--- config.mk ---
export PLATFORM = sky130hd
export DESIGN_NAME = spi_mem_slave
export DESIGN_NICKNAME = d
export VERILOG_FILES = /design/src/rtl/spi_mem_pkg.sv /design/src/rtl/spi_mem_array.sv /design/src/rtl/spi_mem_slave.sv
export SDC_FILE = /design/constraint.sdc
export NUM_CORES = 1
export LEC_CHECK = 0
export CORE_MARGIN = 3
export CORE_UTILIZATION = 50
export CTS_CLUSTER_DIAMETER = 120
export DETAILED_ROUTE_END_ITERATION = 7
export PLACE_DENSITY_LB_ADDON = 0.05
export SETUP_SLACK_MARGIN = 0.15
export SLEW_MARGIN = 20
export SYNTH_ARGS = -nofsm -noshare
export SYNTH_HDL_FRONTEND = slang
export SYNTH_SLANG_ARGS = --single-unit
export TNS_END_PERCENT = 1
--- constraint.sdc ---
create_clock -name clk -period 3.4 [get_ports clk]
set_clock_uncertainty 0.15 [all_clocks]
set_input_delay 0.68 -clock clk [delete_from_list [all_inputs] [get_ports clk]]
set_output_delay 0.68 -clock clk [all_outputs]
set_load 0.05 [all_outputs]
--- src/rtl/spi_mem_pkg.sv ---
// Shared types and constants for the SPI target memory.
package spi_mem_pkg;

  typedef enum logic [2:0] {
    S_IDLE,
    S_CMD,
    S_ADDR,
    S_WDATA,
    S_WRITE,
    S_TX,
    S_WAIT_CS
  } spi_slv_state_t;

  localparam int unsigned WR_ADDR_BITS  = 8;
  localparam int unsigned RD_ADDR_BITS  = 7;
  localparam int unsigned DATA_BITS     = 8;
  localparam int unsigned DEFAULT_DEPTH = 32;
  localparam int unsigned DEFAULT_AW    = 5;

endpackage

--- src/rtl/spi_mem_array.sv ---
// Byte register array: async-cleared, synchronous write, combinational read.
module spi_mem_array
  import spi_mem_pkg::*;
#(
  parameter int unsigned DEPTH = DEFAULT_DEPTH,
  parameter int unsigned AW    = DEFAULT_AW
) (
  input  logic          clk,
  input  logic          rst_n,
  input  logic          we,
  input  logic [AW-1:0] waddr,
  input  logic [7:0]    wdata,
  input  logic [AW-1:0] raddr,
  output logic [7:0]    rdata
);

  logic [7:0] mem_q [DEPTH];

  always_ff @(posedge clk or negedge rst_n) begin
    if (!rst_n) begin
      for (int i = 0; i < int'(DEPTH); i++) begin
        mem_q[i] <= 8'h00;
      end
    end else if (we) begin
      mem_q[waddr] <= wdata;
    end
  end

  assign rdata = mem_q[raddr];

endmodule

--- src/rtl/spi_mem_slave.sv ---
// SPI target memory: deserializes LSB-first command frames, writes or serializes array bytes.
module spi_mem_slave
  import spi_mem_pkg::*;
#(
  parameter int unsigned DEPTH = DEFAULT_DEPTH,
  parameter int unsigned AW    = DEFAULT_AW
) (
  input  logic clk,
  input  logic rst_n,
  input  logic cs,
  input  logic mosi,
  output logic miso,
  output logic mem_ready,
  output logic mem_done
);

  localparam logic [4:0] WrAddrLast = 5'(WR_ADDR_BITS - 1);
  localparam logic [4:0] RdAddrLast = 5'(RD_ADDR_BITS - 1);
  localparam logic [4:0] DataLast   = 5'(DATA_BITS - 1);
  localparam logic [4:0] DataBits   = 5'(DATA_BITS);

  spi_slv_state_t state_q, state_d;
  logic [4:0]     cnt_q, cnt_d;
  logic           rw_q, rw_d;
  logic [7:0]     addr_q, addr_d;
  logic [7:0]     data_q, data_d;
  logic [7:0]     tx_q, tx_d;
  logic           miso_q, miso_d;
  logic           ready_q, ready_d;
  logic           done_q, done_d;

  logic       in_range;
  logic       we;
  logic [7:0] mem_rdata;
  logic [7:0] rdata;

  assign in_range = (32'(addr_q) < DEPTH);
  // A write that is aborted on its commit edge must not reach the array.
  assign we       = (state_q == S_WRITE) && !cs && in_range;
  assign rdata    = in_range ? mem_rdata : 8'h00;

  spi_mem_array #(
    .DEPTH(DEPTH),
    .AW   (AW)
  ) u_array (
    .clk  (clk),
    .rst_n(rst_n),
    .we   (we),
    .waddr(addr_q[AW-1:0]),
    .wdata(data_q),
    .raddr(addr_q[AW-1:0]),
    .rdata(mem_rdata)
  );

  always_comb begin
    state_d = state_q;
    cnt_d   = cnt_q;
    rw_d    = rw_q;
    addr_d  = addr_q;
    data_d  = data_q;
    tx_d    = tx_q;
    miso_d  = 1'b0;
    ready_d = 1'b0;
    done_d  = 1'b0;

    unique case (state_q)
      S_IDLE: begin
        cnt_d = '0;
        if (!cs) state_d = S_CMD;
      end
      S_CMD: begin
        rw_d    = mosi;
        addr_d  = '0;
        data_d  = '0;
        cnt_d   = '0;
        state_d = S_ADDR;
      end
      S_ADDR: begin
        addr_d[cnt_q[2:0]] = mosi;
        cnt_d = cnt_q + 5'd1;
        if (rw_q && cnt_q == WrAddrLast) begin
          cnt_d   = '0;
          state_d = S_WDATA;
        end else if (!rw_q && cnt_q == RdAddrLast) begin
          cnt_d   = '0;
          ready_d = 1'b1;
          state_d = S_TX;
        end
      end
      S_WDATA: begin
        data_d[cnt_q[2:0]] = mosi;
        cnt_d = cnt_q + 5'd1;
        if (cnt_q == DataLast) begin
          cnt_d   = '0;
          state_d = S_WRITE;
        end
      end
      S_WRITE: begin
        done_d  = 1'b1;
        state_d = S_WAIT_CS;
      end
      S_TX: begin
        // First TX edge loads the byte addressed by the just-completed address.
        if (cnt_q == 5'd0) begin
          miso_d = rdata[0];
          tx_d   = {1'b0, rdata[7:1]};
          cnt_d  = cnt_q + 5'd1;
        end else if (cnt_q < DataBits) begin
          miso_d = tx_q[0];
          tx_d   = {1'b0, tx_q[7:1]};
          cnt_d  = cnt_q + 5'd1;
        end else begin
          cnt_d   = '0;
          state_d = S_WAIT_CS;
        end
      end
      S_WAIT_CS: begin
        if (cs) state_d = S_IDLE;
      end
      default: state_d = S_IDLE;
    endcase

    if (cs && state_q != S_IDLE && state_q != S_WAIT_CS) begin
      state_d = S_IDLE;
      cnt_d   = '0;
      miso_d  = 1'b0;
      ready_d = 1'b0;
      done_d  = 1'b0;
    end
  end

  always_ff @(posedge clk or negedge rst_n) begin
    if (!rst_n) begin
      state_q <= S_IDLE;
      cnt_q   <= '0;
      rw_q    <= 1'b0;
      addr_q  <= '0;
      data_q  <= '0;
      tx_q    <= '0;
      miso_q  <= 1'b0;
      ready_q <= 1'b0;
      done_q  <= 1'b0;
    end else begin
      state_q <= state_d;
      cnt_q   <= cnt_d;
      rw_q    <= rw_d;
      addr_q  <= addr_d;
      data_q  <= data_d;
      tx_q    <= tx_d;
      miso_q  <= miso_d;
      ready_q <= ready_d;
      done_q  <= done_d;
    end
  end

  assign miso      = miso_q;
  assign mem_ready = ready_q;
  assign mem_done  = done_q;

endmodule

==> results.sh, run 1 <==
export IMPL_syn_area_per_cell_um2=12.94
export IMPL_synthArstFlopShare_pct=100.0
export IMPL_synth_largest_area_cell="dfrtp_1"
export IMPL_yosys_register_bits=291
export IMPL_post_route_min_period_ps=3027
export IMPL_worst_pin_slew_ps=892.0
export IMPL_route_detailed_drc=0
export IMPL_finalMaxSlewViolations=0
export IMPL_yosys_most_used_dff="dfrtp_1"
export IMPL_end_kind="flip-flop"
export IMPL_grt_overflow=0
export IMPL_pin_count=7
export IMPL_nNetsFinal=1088
export IMPL_synthesis_area_um2=13740
export IMPL_grt_pass1_vias=8900
export IMPL_antenna_found_initial=0
export IMPL_timing_hold_ws_ps=351.6
export IMPL_hold_depth=1
export IMPL_reg2reg_depth=6
export IMPL_arrival_ps=3250
export IMPL_fmax_ghz=0.3303
export IMPL_place_gp_congestion=0.9180
export IMPL_r2r_slack_ps=370
export IMPL_syn_to_final_growth_pct=13.32
export IMPL_slew_headroom_pct=40.53
export IMPL_wl_um=35680
export IMPL_clk_latency_ps=500
export IMPL_clockBufferDepth=3
export IMPL_rr_startpoint="addr_q[2]"
export IMPL_worstHoldEndpoint="u_array.mem_q[57]"
export IMPL_setup_viol=0
export IMPL_hp_start="u_array.mem_q[57]"
export IMPL_ys_seq_area_share_pct=53.00
export IMPL_worstSetupPathType="reg2reg"
export IMPL_syn_nets=1069
export IMPL_clk_pin_slew_ps=60
export IMPL_period_share_pct=89.04
export IMPL_r2r_end="miso"
export IMPL_grt_pass1_wl_um=55770
export IMPL_met1Wirelength_um=16810
export IMPL_path_buf_inv=1
export IMPL_wl_per_cell_um=24.64
export IMPL_powerDensity_nw_per_um2=551.1
export IMPL_post_cts_buffers=0
export IMPL_top_layer_used="met4"
export IMPL_synth_edff_count=0
export IMPL_wl_met2_um=16340
export IMPL_cts_root_buf="clkbuf_16"
export IMPL_dp_slack_ps=120.3
export IMPL_layout_setup_ws_ps=372.5
export IMPL_place_hpwl_um=23740
export IMPL_num_rows=60
export IMPL_synth_cell_types=56
export IMPL_via_per_inst=6.084
export IMPL_num_antenna_cells=0
export IMPL_final_hold_viol_count=0
export IMPL_p_leak_nw=6.960
export IMPL_critPathMaxStageDelay_ps=740
export IMPL_postRouteAntennaNets=0
export IMPL_crit_required_ps=3620
export IMPL_min_path_type="reg2reg"
export IMPL_start_kind="flip-flop"
export IMPL_critPathTopFamily="simple AND/OR/NAND/NOR gates"
export IMPL_cts_tree="yes"
export IMPL_cp_num_cells=6
export IMPL_die_h_um=171.8
export IMPL_layout_drive_gt1_share_pct=36.22
export IMPL_drtIter0Drc=672
export IMPL_grtUsageTotal_pct=25.07
export IMPL_port_buffers=6
export IMPL_ir_drop_uv=398.9
export IMPL_status="finished, final reports clean"
export IMPL_core_um2=26950
export IMPL_grt_max_degree=60
export IMPL_cap_violations=0
export IMPL_synthCells=1062
export IMPL_die_w_um=171.8
export IMPL_critical_path_max_fanout=17
export IMPL_final_setup_tns_ps=0
export IMPL_crit_slowest_cell="or4b_1"
export IMPL_start_util_pct=50.98
export IMPL_fillCellCount=2205
export IMPL_path_cells="buf_4, or4b_1, o22ai_1, nor4_1, and3_1, a2111oi_2"
export IMPL_htree_levels=2
export IMPL_vias=8809
export IMPL_synth_top_area_share_pct=53.00
export IMPL_clock_sinks=291
export IMPL_synth_area_leaders="dfrtp_1 (53%), mux2_2 (21%), mux2i_1 (9.3%)"
export IMPL_finalPower_mw=8.581
export IMPL_dieArea_um2=29500
export IMPL_met3_length_um=1734
export IMPL_rsz0062_at_grt="false"
export IMPL_drt_first_pass_iters=5
export IMPL_yosys_warnings=0
export IMPL_cts_buffers=35
## cell usage in the layout (no fill, tap or decap), drive strengths merged, types with 5 or more instances in the layout
| cell type | n |
|---|---|
| a221o | 6 |
| buf | 51 |
| clkbuf | 55 |
| clkdlybuf4s50 | 5 |
| dfrtp | 291 |
| inv | 5 |
| mux2 | 257 |
| mux2i | 128 |
| nand2 | 55 |
| nand2b | 7 |
| nand3 | 23 |
| nand4 | 8 |
| nand4b | 5 |
| nor2 | 34 |
| nor2b | 6 |
| nor3 | 11 |
| nor4 | 15 |
| o211ai | 10 |
| o21ai | 9 |
| o22ai | 64 |
| or4b | 6 |
## repair_timing
action                    CTS  global route
hold buffers                1             0
resized for setup           0             0
hold endpoints to repair   26             0
## report_power, final
| group | switching [mW] | total [mW] | leakage [nW] | internal, mW |
|---|---|---|---|---|
| Clock | 1.41 | 3.79 | 0.577 | 2.37 |
| Combinational | 0.632 | 1.04 | 2.33 | 0.408 |
| Sequential | 0.206 | 3.75 | 4.05 | 3.55 |
## state kept, by name, indices dropped and copies added (netlist names)
name,cells
miso,1
addr_q,8
rw_q,1
mem_done,1
data_q,8
tx_q,7
mem_ready,1
cnt_q,5
u_array.mem_q,256
state_q,3
## area by class of cell
cell class | instances | area, µm² | share of cell area [%]
clock buffers | 55 | 1064 | 6.831
multi-input cells | 691 | 6130 | 39.37
flip-flops and latches | 291 | 7288 | 46.81
repair buffers | 57 | 525.5 | 3.375
well taps | 341 | 426.7 | 2.740
clock inverters | 8 | 117.6 | 0.7554
inverters | 5 | 18.77 | 0.1205
## cell usage after synthesis, types with 3 or more instances
master	n
o22ai_1	64
nand2b_1	7
or3b_2	3
nor2_2	10
mux2i_1	128
buf_2	16
or4b_2	4
nand2_1	51
nor4_1	15
o211ai_1	10
nand4bb_1	4
a32oi_1	3
ha_1	3
nand4b_1	5
inv_1	5
nand3_1	20
a22o_1	4
a221o_1	6
nor2_1	24
nand2_2	4
nand3_2	3
nor3_1	5
and3_1	3
dfrtp_1	291
a21oi_1	4
buf_1	5
nand4_1	6
or4bb_1	3
clkbuf_1	52
o21ai_0	8
mux2_2	257
nor2b_1	6
nor3_2	4
## layer usage
metal  up-vias  global-route usage, %
li1       3975                      -
met1      4587                  37.21
met2       194                  39.04
met3        53                  3.999
met4         0                  5.901
met5         -                      0
## metrics by stage
step	std cells	utilization (%)	area, µm²
final	1448	57.77	15570
after global routing	1448	57.77	15570
after CTS	1448	57.77	15570
after detailed placement	1384	53.35	14380
after global placement	1384	53.35	14380
after floorplan	1062	-	13740
## cell families after synthesis
| group | Yosys count | synth area share, % |
|---|---|---|
| xor gates and xnor gates | 2 | 0.1275 |
| and+or+nand+nor | 191 | 8.314 |
| muxes | 385 | 30.39 |
| AOI/OAI and AO/OA | 109 | 5.437 |
| adders and majority gates | 4 | 0.3461 |
| DFF | 291 | 53.00 |
| buffers and inverters | 80 | 2.386 |
## worst max path at each step
stage | start | end | slack (ps)
finish | addr_q[2] | miso | 370
global placement | cs | u_array.mem_q[204] | 190
global route | addr_q[2] | miso | 330
detailed placement | cs | u_array.mem_q[206] | 120
CTS | addr_q[2] | miso | 380
floorplan | cs | u_array.mem_q[16] | 950
Power figures use the tool's default switching activity.
==> run 2, diff against run 1 <==
--- a/config.mk
+++ b/config.mk
@@ -6,9 +6,10 @@
 export NUM_CORES = 1
 export LEC_CHECK = 0
 export CORE_MARGIN = 3
-export CORE_UTILIZATION = 50
+export CORE_UTILIZATION = 37
 export CTS_CLUSTER_DIAMETER = 120
 export DETAILED_ROUTE_END_ITERATION = 7
+export MAX_ROUTING_LAYER = met4
 export PLACE_DENSITY_LB_ADDON = 0.05
 export SETUP_SLACK_MARGIN = 0.15
 export SLEW_MARGIN = 20
==> run 2 against run 1 <==
Compared with the run above:
- setup slack better by 100 ps
- combinational power increased by 5%
- first-iteration DRC count is 22% lower
- critical path depth is the same
- wire length rose by 8.7%
- global-route usage down 4.3 points
- clock power barely moved
- critical path type unchanged
- cell count is 9.5% higher
- die area increased by 34%
- sequential power barely moved
- critical endpoint unchanged
- largest power group unchanged
==> results.sh, run 2 (synthesis gave the netlist of run 1 again) <==
export IMPL_status="finished, final reports clean"
export IMPL_die_w_um=198.7
export IMPL_min_path_type="reg2reg"
export IMPL_grt_pass1_vias=9219
export IMPL_crit_required_ps=3630
export IMPL_num_rows=69
export IMPL_crit_slowest_cell="dfrtp_1"
export IMPL_arrival_ps=3150
export IMPL_rsz0062_at_grt="false"
export IMPL_clk_latency_ps=520
export IMPL_die_h_um=198.7
export IMPL_wl_per_cell_um=24.47
export IMPL_final_setup_tns_ps=0
export IMPL_seqPwrFrac_pct=43.5
export IMPL_dp_slack_ps=161.6
export IMPL_powerDensity_nw_per_um2=547.1
export IMPL_p_switching_mw=2.353
export IMPL_pwr_share_clk_pct=43.9
export IMPL_layout_drive_gt1_share_pct=38.08
export IMPL_core_um2=36090
export IMPL_drtIter0Drc=523
export IMPL_route_detailed_drc=0
export IMPL_fillCellCount=3353
export IMPL_end_kind="flip-flop"
export IMPL_rr_startpoint="addr_q[4]"
export IMPL_clock_sinks=291
export IMPL_hold_depth=1
export IMPL_setup_viol=0
export IMPL_r2r_slack_ps=480
export IMPL_place_gp_congestion=0.8678
export IMPL_p_leak_nw=7.046
export IMPL_finalMaxSlewViolations=0
export IMPL_largest_reg_flops=256
export IMPL_final_hold_viol_count=0
export IMPL_worstHoldEndpoint="u_array.mem_q[252]"
export IMPL_r2r_end="miso"
export IMPL_period_share_pct=86.01
export IMPL_fmax_ghz=0.3420
export IMPL_syn_to_final_growth_pct=15.63
export IMPL_reg2reg_depth=6
export IMPL_post_cts_buffers=0
export IMPL_swShare_pct=27.08
export IMPL_post_route_min_period_ps=2924
export IMPL_postRouteAntennaNets=0
export IMPL_worstSetupPathType="reg2reg"
export IMPL_final_common_cell="dfrtp_1"
export IMPL_top_regs="u_array.mem_q: 256 flops, addr_q: 8 flops, data_q: 8 flops"
export IMPL_nNetsFinal=1109
export IMPL_slew_headroom_pct=32.12
export IMPL_ir_drop_uv=302.3
export IMPL_antenna_found_initial=0
export IMPL_pin_count=7
export IMPL_place_hpwl_um=25510
export IMPL_port_buffers=6
export IMPL_cts_root_buf="clkbuf_16"
export IMPL_path_cells="buf_4, or4b_2, o22ai_1, nor4b_1, and3_1, a2111oi_2"
export IMPL_start_util_pct=38.07
export IMPL_clk_pin_slew_ps=60
export IMPL_grt_overflow=0
export IMPL_hp_start="u_array.mem_q[252]"
export IMPL_cts_tree="yes"
export IMPL_clockBufferDepth=3
export IMPL_cap_violations=0
export IMPL_p_comb_share_pct=12.5
export IMPL_cts_resized=0
export IMPL_final_cell_mix="dfrtp_1 (285), mux2_2 (257), mux2i_1 (128), o22ai_1 (64), buf_4 (63)"
export IMPL_htree_levels=2
export IMPL_p_int_mw=6.338
export IMPL_grt_pass1_wl_um=59990
export IMPL_layout_setup_ws_ps=475.7
export IMPL_worst_pin_slew_ps=1018
export IMPL_drt_first_pass_iters=4
export IMPL_vias=8870
export IMPL_grtUsageTotal_pct=20.75
export IMPL_dieArea_um2=39480
export IMPL_critPathMaxStageDelay_ps=690
export IMPL_largest_register="u_array.mem_q"
export IMPL_num_antenna_cells=0
export IMPL_via_per_inst=5.596
export IMPL_grt_max_degree=88
export IMPL_cts_buffers=36
export IMPL_critical_path_max_fanout=20
export IMPL_start_kind="flip-flop"
export IMPL_wl_um=38790
[run 2: cell type report]
| class | count | area (µm²) | area share (%) |
|---|---|---|---|
| flip-flops and latches | 291 | 7292 | 45.90 |
| multi-input cells | 691 | 6130 | 38.58 |
| clock buffers | 51 | 1079 | 6.789 |
| repair buffers | 77 | 688.2 | 4.332 |
| well taps | 461 | 576.8 | 3.631 |
| clock inverters | 9 | 102.6 | 0.6458 |
| inverters | 5 | 18.77 | 0.1181 |
[run 2: how the worst max path moves through the flow]
stage,from,end,slack [ps],depth (start not counted)
after floorplan,cs,u_array.mem_q[16],950,6
after global placement,cs,u_array.mem_q[18],210,6
after detailed placement,cs,u_array.mem_q[22],160,6
after CTS,addr_q[2],miso,450,6
after global routing,addr_q[2],miso,410,6
final,addr_q[4],miso,480,6
[run 2: repair_timing]
item                                   4_1_cts  5_1_grt
setup endpoints to repair                    0        0
hold buffers                                 1        0
endpoints found under the hold margin       50        0
[run 2: power by group through the flow]
stage	combinational, mW	clock [mW]	sequential [mW]
finish	1.09	3.82	3.78
global route	1.18	4.06	3.81
CTS	1.10	3.93	3.78
detailed placement	1.10	0	3.84
global placement	1.10	0	3.85
floorplan	0.801	0	3.66
[run 2: metrics by stage]
| step | hold slack (ps) | power, mW | cell area, µm² | std cells | util (%) |
|---|---|---|---|---|---|
| finish | 351.3 | 8.691 | 15890 | 1585 | 44.02 |
| global route | 358.8 | 9.045 | 15890 | 1585 | 44.02 |
| CTS | 354.6 | 8.815 | 15890 | 1585 | 44.02 |
| detailed placement | 341.7 | 4.942 | 14700 | 1524 | 40.72 |
| global placement | 335.7 | 4.946 | 14700 | 1524 | 40.72 |
| floorplan | 234.4 | 4.460 | 13740 | 1062 | - |
[run 2: worst max-delay path: cells and delay by family, from the launching register on]
family | cells | cell delay [ps]
simple gates | 3 | 940
flops | 1 | 690
buf+inv | 1 | 320
compound gates | 2 | 690
[run 2: layer usage]
metal	global-route usage (%)	share of wire [%]
met3	2.829	3.1
met4	5.284	2.3
met2	31.37	45
met5	-	0
met1	29.66	49
==> run 3, diff against run 2 <==
--- a/config.mk
+++ b/config.mk
@@ -9,7 +9,6 @@
 export CORE_UTILIZATION = 37
 export CTS_CLUSTER_DIAMETER = 120
 export DETAILED_ROUTE_END_ITERATION = 7
-export MAX_ROUTING_LAYER = met4
 export PLACE_DENSITY_LB_ADDON = 0.05
 export SETUP_SLACK_MARGIN = 0.15
 export SLEW_MARGIN = 20
==> constraint.sdc (replaced) <==
create_clock -name clk -period 3.2 [get_ports clk]
set_clock_uncertainty 0.15 [all_clocks]
set_input_delay 0.64 -clock clk [delete_from_list [all_inputs] [get_ports clk]]
set_output_delay 0.64 -clock clk [all_outputs]
set_load 0.05 [all_outputs]
==> run 3 against run 2 <==
Compared with the run above:
- the flow now finishes with violations (hold timing)
- cell area rose by 0.87%
- wire length rose by 1.1%
- clock power rose by 5%
- hold slack got worse by 360 ps
- setup slack got worse by 30 ps
- maximum frequency rose by 6.2%
- sequential power rose by 4%
- critical path depth did not move
- clock-buffer cell count fell by 1
- combinational power rose by 16%
- cell count rose by 1.2%
- die area did not move
- critical endpoint unchanged
==> results.sh, run 3 (synthesis gave the netlist of run 1 again) <==
export IMPL_rsz0062_at_grt="false"
export IMPL_grt_overflow=0
export IMPL_final_hold_viol_count=1
export IMPL_path_buf_inv=1
export IMPL_clockBufferDepth=3
export IMPL_largest_register="u_array.mem_q"
export IMPL_utilization_pct=44.40
export IMPL_cap_violations=0
export IMPL_start_kind="flip-flop"
export IMPL_die_w_um=198.7
export IMPL_p_leak_nw=7.147
export IMPL_grt_max_degree=80
export IMPL_final_cell_mix="dfrtp_1 (286), mux2_2 (257), mux2i_1 (128), buf_4 (78), o22ai_1 (64)"
export IMPL_timing_hold_ws_ps=-5.334
export IMPL_grt_pass1_wl_um=60340
export IMPL_top_regs="u_array.mem_q: 256 flops, addr_q: 8 flops, data_q: 8 flops"
export IMPL_pin_count=7
export IMPL_core_um2=36090
export IMPL_num_antenna_cells=0
export IMPL_drt_first_pass_iters=5
export IMPL_finalMaxSlewViolations=0
export IMPL_arrival_ps=2980
export IMPL_post_cts_buffers=0
export IMPL_die_h_um=198.7
export IMPL_start_util_pct=38.07
export IMPL_stdcell_area_um2=16020
export IMPL_dieArea_um2=39480
export IMPL_setup_viol=0
export IMPL_cts_resized=0
export IMPL_clock_sinks=291
export IMPL_crit_required_ps=3430
export IMPL_via_per_inst=5.591
export IMPL_slew_headroom_pct=44.31
export IMPL_layout_drive_gt1_share_pct=38.93
export IMPL_place_gp_congestion=0.8311
export IMPL_post_route_min_period_ps=2754
export IMPL_vias=8968
export IMPL_worstSetupPathType="reg2reg"
export IMPL_cts_tree="yes"
export IMPL_ir_drop_uv=343.4
export IMPL_port_buffers=6
export IMPL_num_rows=69
export IMPL_critical_path_max_fanout=12
export IMPL_final_common_cell="dfrtp_1"
export IMPL_cts_root_buf="clkbuf_16"
export IMPL_grtUsageTotal_pct=20.35
export IMPL_end_kind="flip-flop"
export IMPL_final_setup_tns_ps=0
export IMPL_period_share_pct=86.07
export IMPL_htree_levels=2
export IMPL_min_path_type="in2async"
export IMPL_status="finished, violations left"
export IMPL_crit_slowest_cell="dfrtp_1"
export IMPL_hold_buffers=0
export IMPL_antenna_found_initial=0
export IMPL_nNetsFinal=1125
export IMPL_syn_to_final_growth_pct=16.63
export IMPL_grt_pass1_vias=9125
export IMPL_wl_per_cell_um=24.45
export IMPL_fmax_ghz=0.3631
export IMPL_violations="hold timing"
export IMPL_fillCellCount=3379
export IMPL_powerDensity_nw_per_um2=574.4
export IMPL_worst_pin_slew_ps=835.4
export IMPL_clk_latency_ps=510
export IMPL_place_hpwl_um=26070
export IMPL_path_cells="buf_4, or4b_2, o22ai_1, nor4b_1, and3_1, a2111oi_2"
export IMPL_drtIter0Drc=558
export IMPL_largest_reg_flops=256
export IMPL_post_dp_cell_area_um2=14870
export IMPL_cts_buffers=35
export IMPL_route_detailed_drc=0
export IMPL_postRouteAntennaNets=0
export IMPL_critPathMaxStageDelay_ps=640
export IMPL_critPathTopFamily="simple AND/OR/NAND/NOR gates"
export IMPL_wl_um=39210
export IMPL_clk_pin_slew_ps=60
-- run 3: cell type report --
class                           count  area, µm²  share of cell area [%]
Sequential cell                   291       7291                   45.50
Clock inverter                     12      112.6                  0.7027
Inverter                            5      18.77                  0.1171
Timing Repair Buffer               94      850.8                   5.310
Clock buffer                       50       1045                   6.520
Tap cell                          461      576.8                   3.600
Multi-Input combinational cell    691       6130                   38.25
-- run 3: worst paths after layout --
check,cells past startpoint,from,slack (ps),endpoint
max,6,addr_q[0],450,miso
min,1,rst_n,-5,u_array.mem_q[115]
max reg2reg,6,addr_q[0],450,miso
min reg2reg,1,u_array.mem_q[180],350,u_array.mem_q[180]
max in group asynchronous,2,rst_n,2110,mem_ready
min in group clk,1,u_array.mem_q[180],350,u_array.mem_q[180]
-- run 3: stage by stage --
step / instances / setup slack (ps) / power (mW)
finish: 1604 / 445.8 / 9.205
global route: 1604 / 349.5 / 9.601
CTS: 1604 / 413.8 / 9.343
detailed placement: 1542 / -11.78 / 5.283
global placement: 1542 / 40.37 / 5.284
floorplan: 1062 / 794.8 / 4.738
-- run 3: power breakdown --
part           leakage [nW]  internal [mW]  switching [mW]
Combinational          2.52          0.493           0.769
Clock                 0.577           2.43            1.57
Sequential             4.05           3.77           0.172
Total                  7.15           6.69            2.51
-- run 3: layer usage --
layer | GRT usage, % | part of all wire (%) | wire, µm
met1 | 30.21 | 49 | 19070
met2 | 31.56 | 46 | 17940
met3 | 2.896 | 3.6 | 1394
met4 | 4.971 | 2.1 | 805
met5 | 0 | 0 | 0
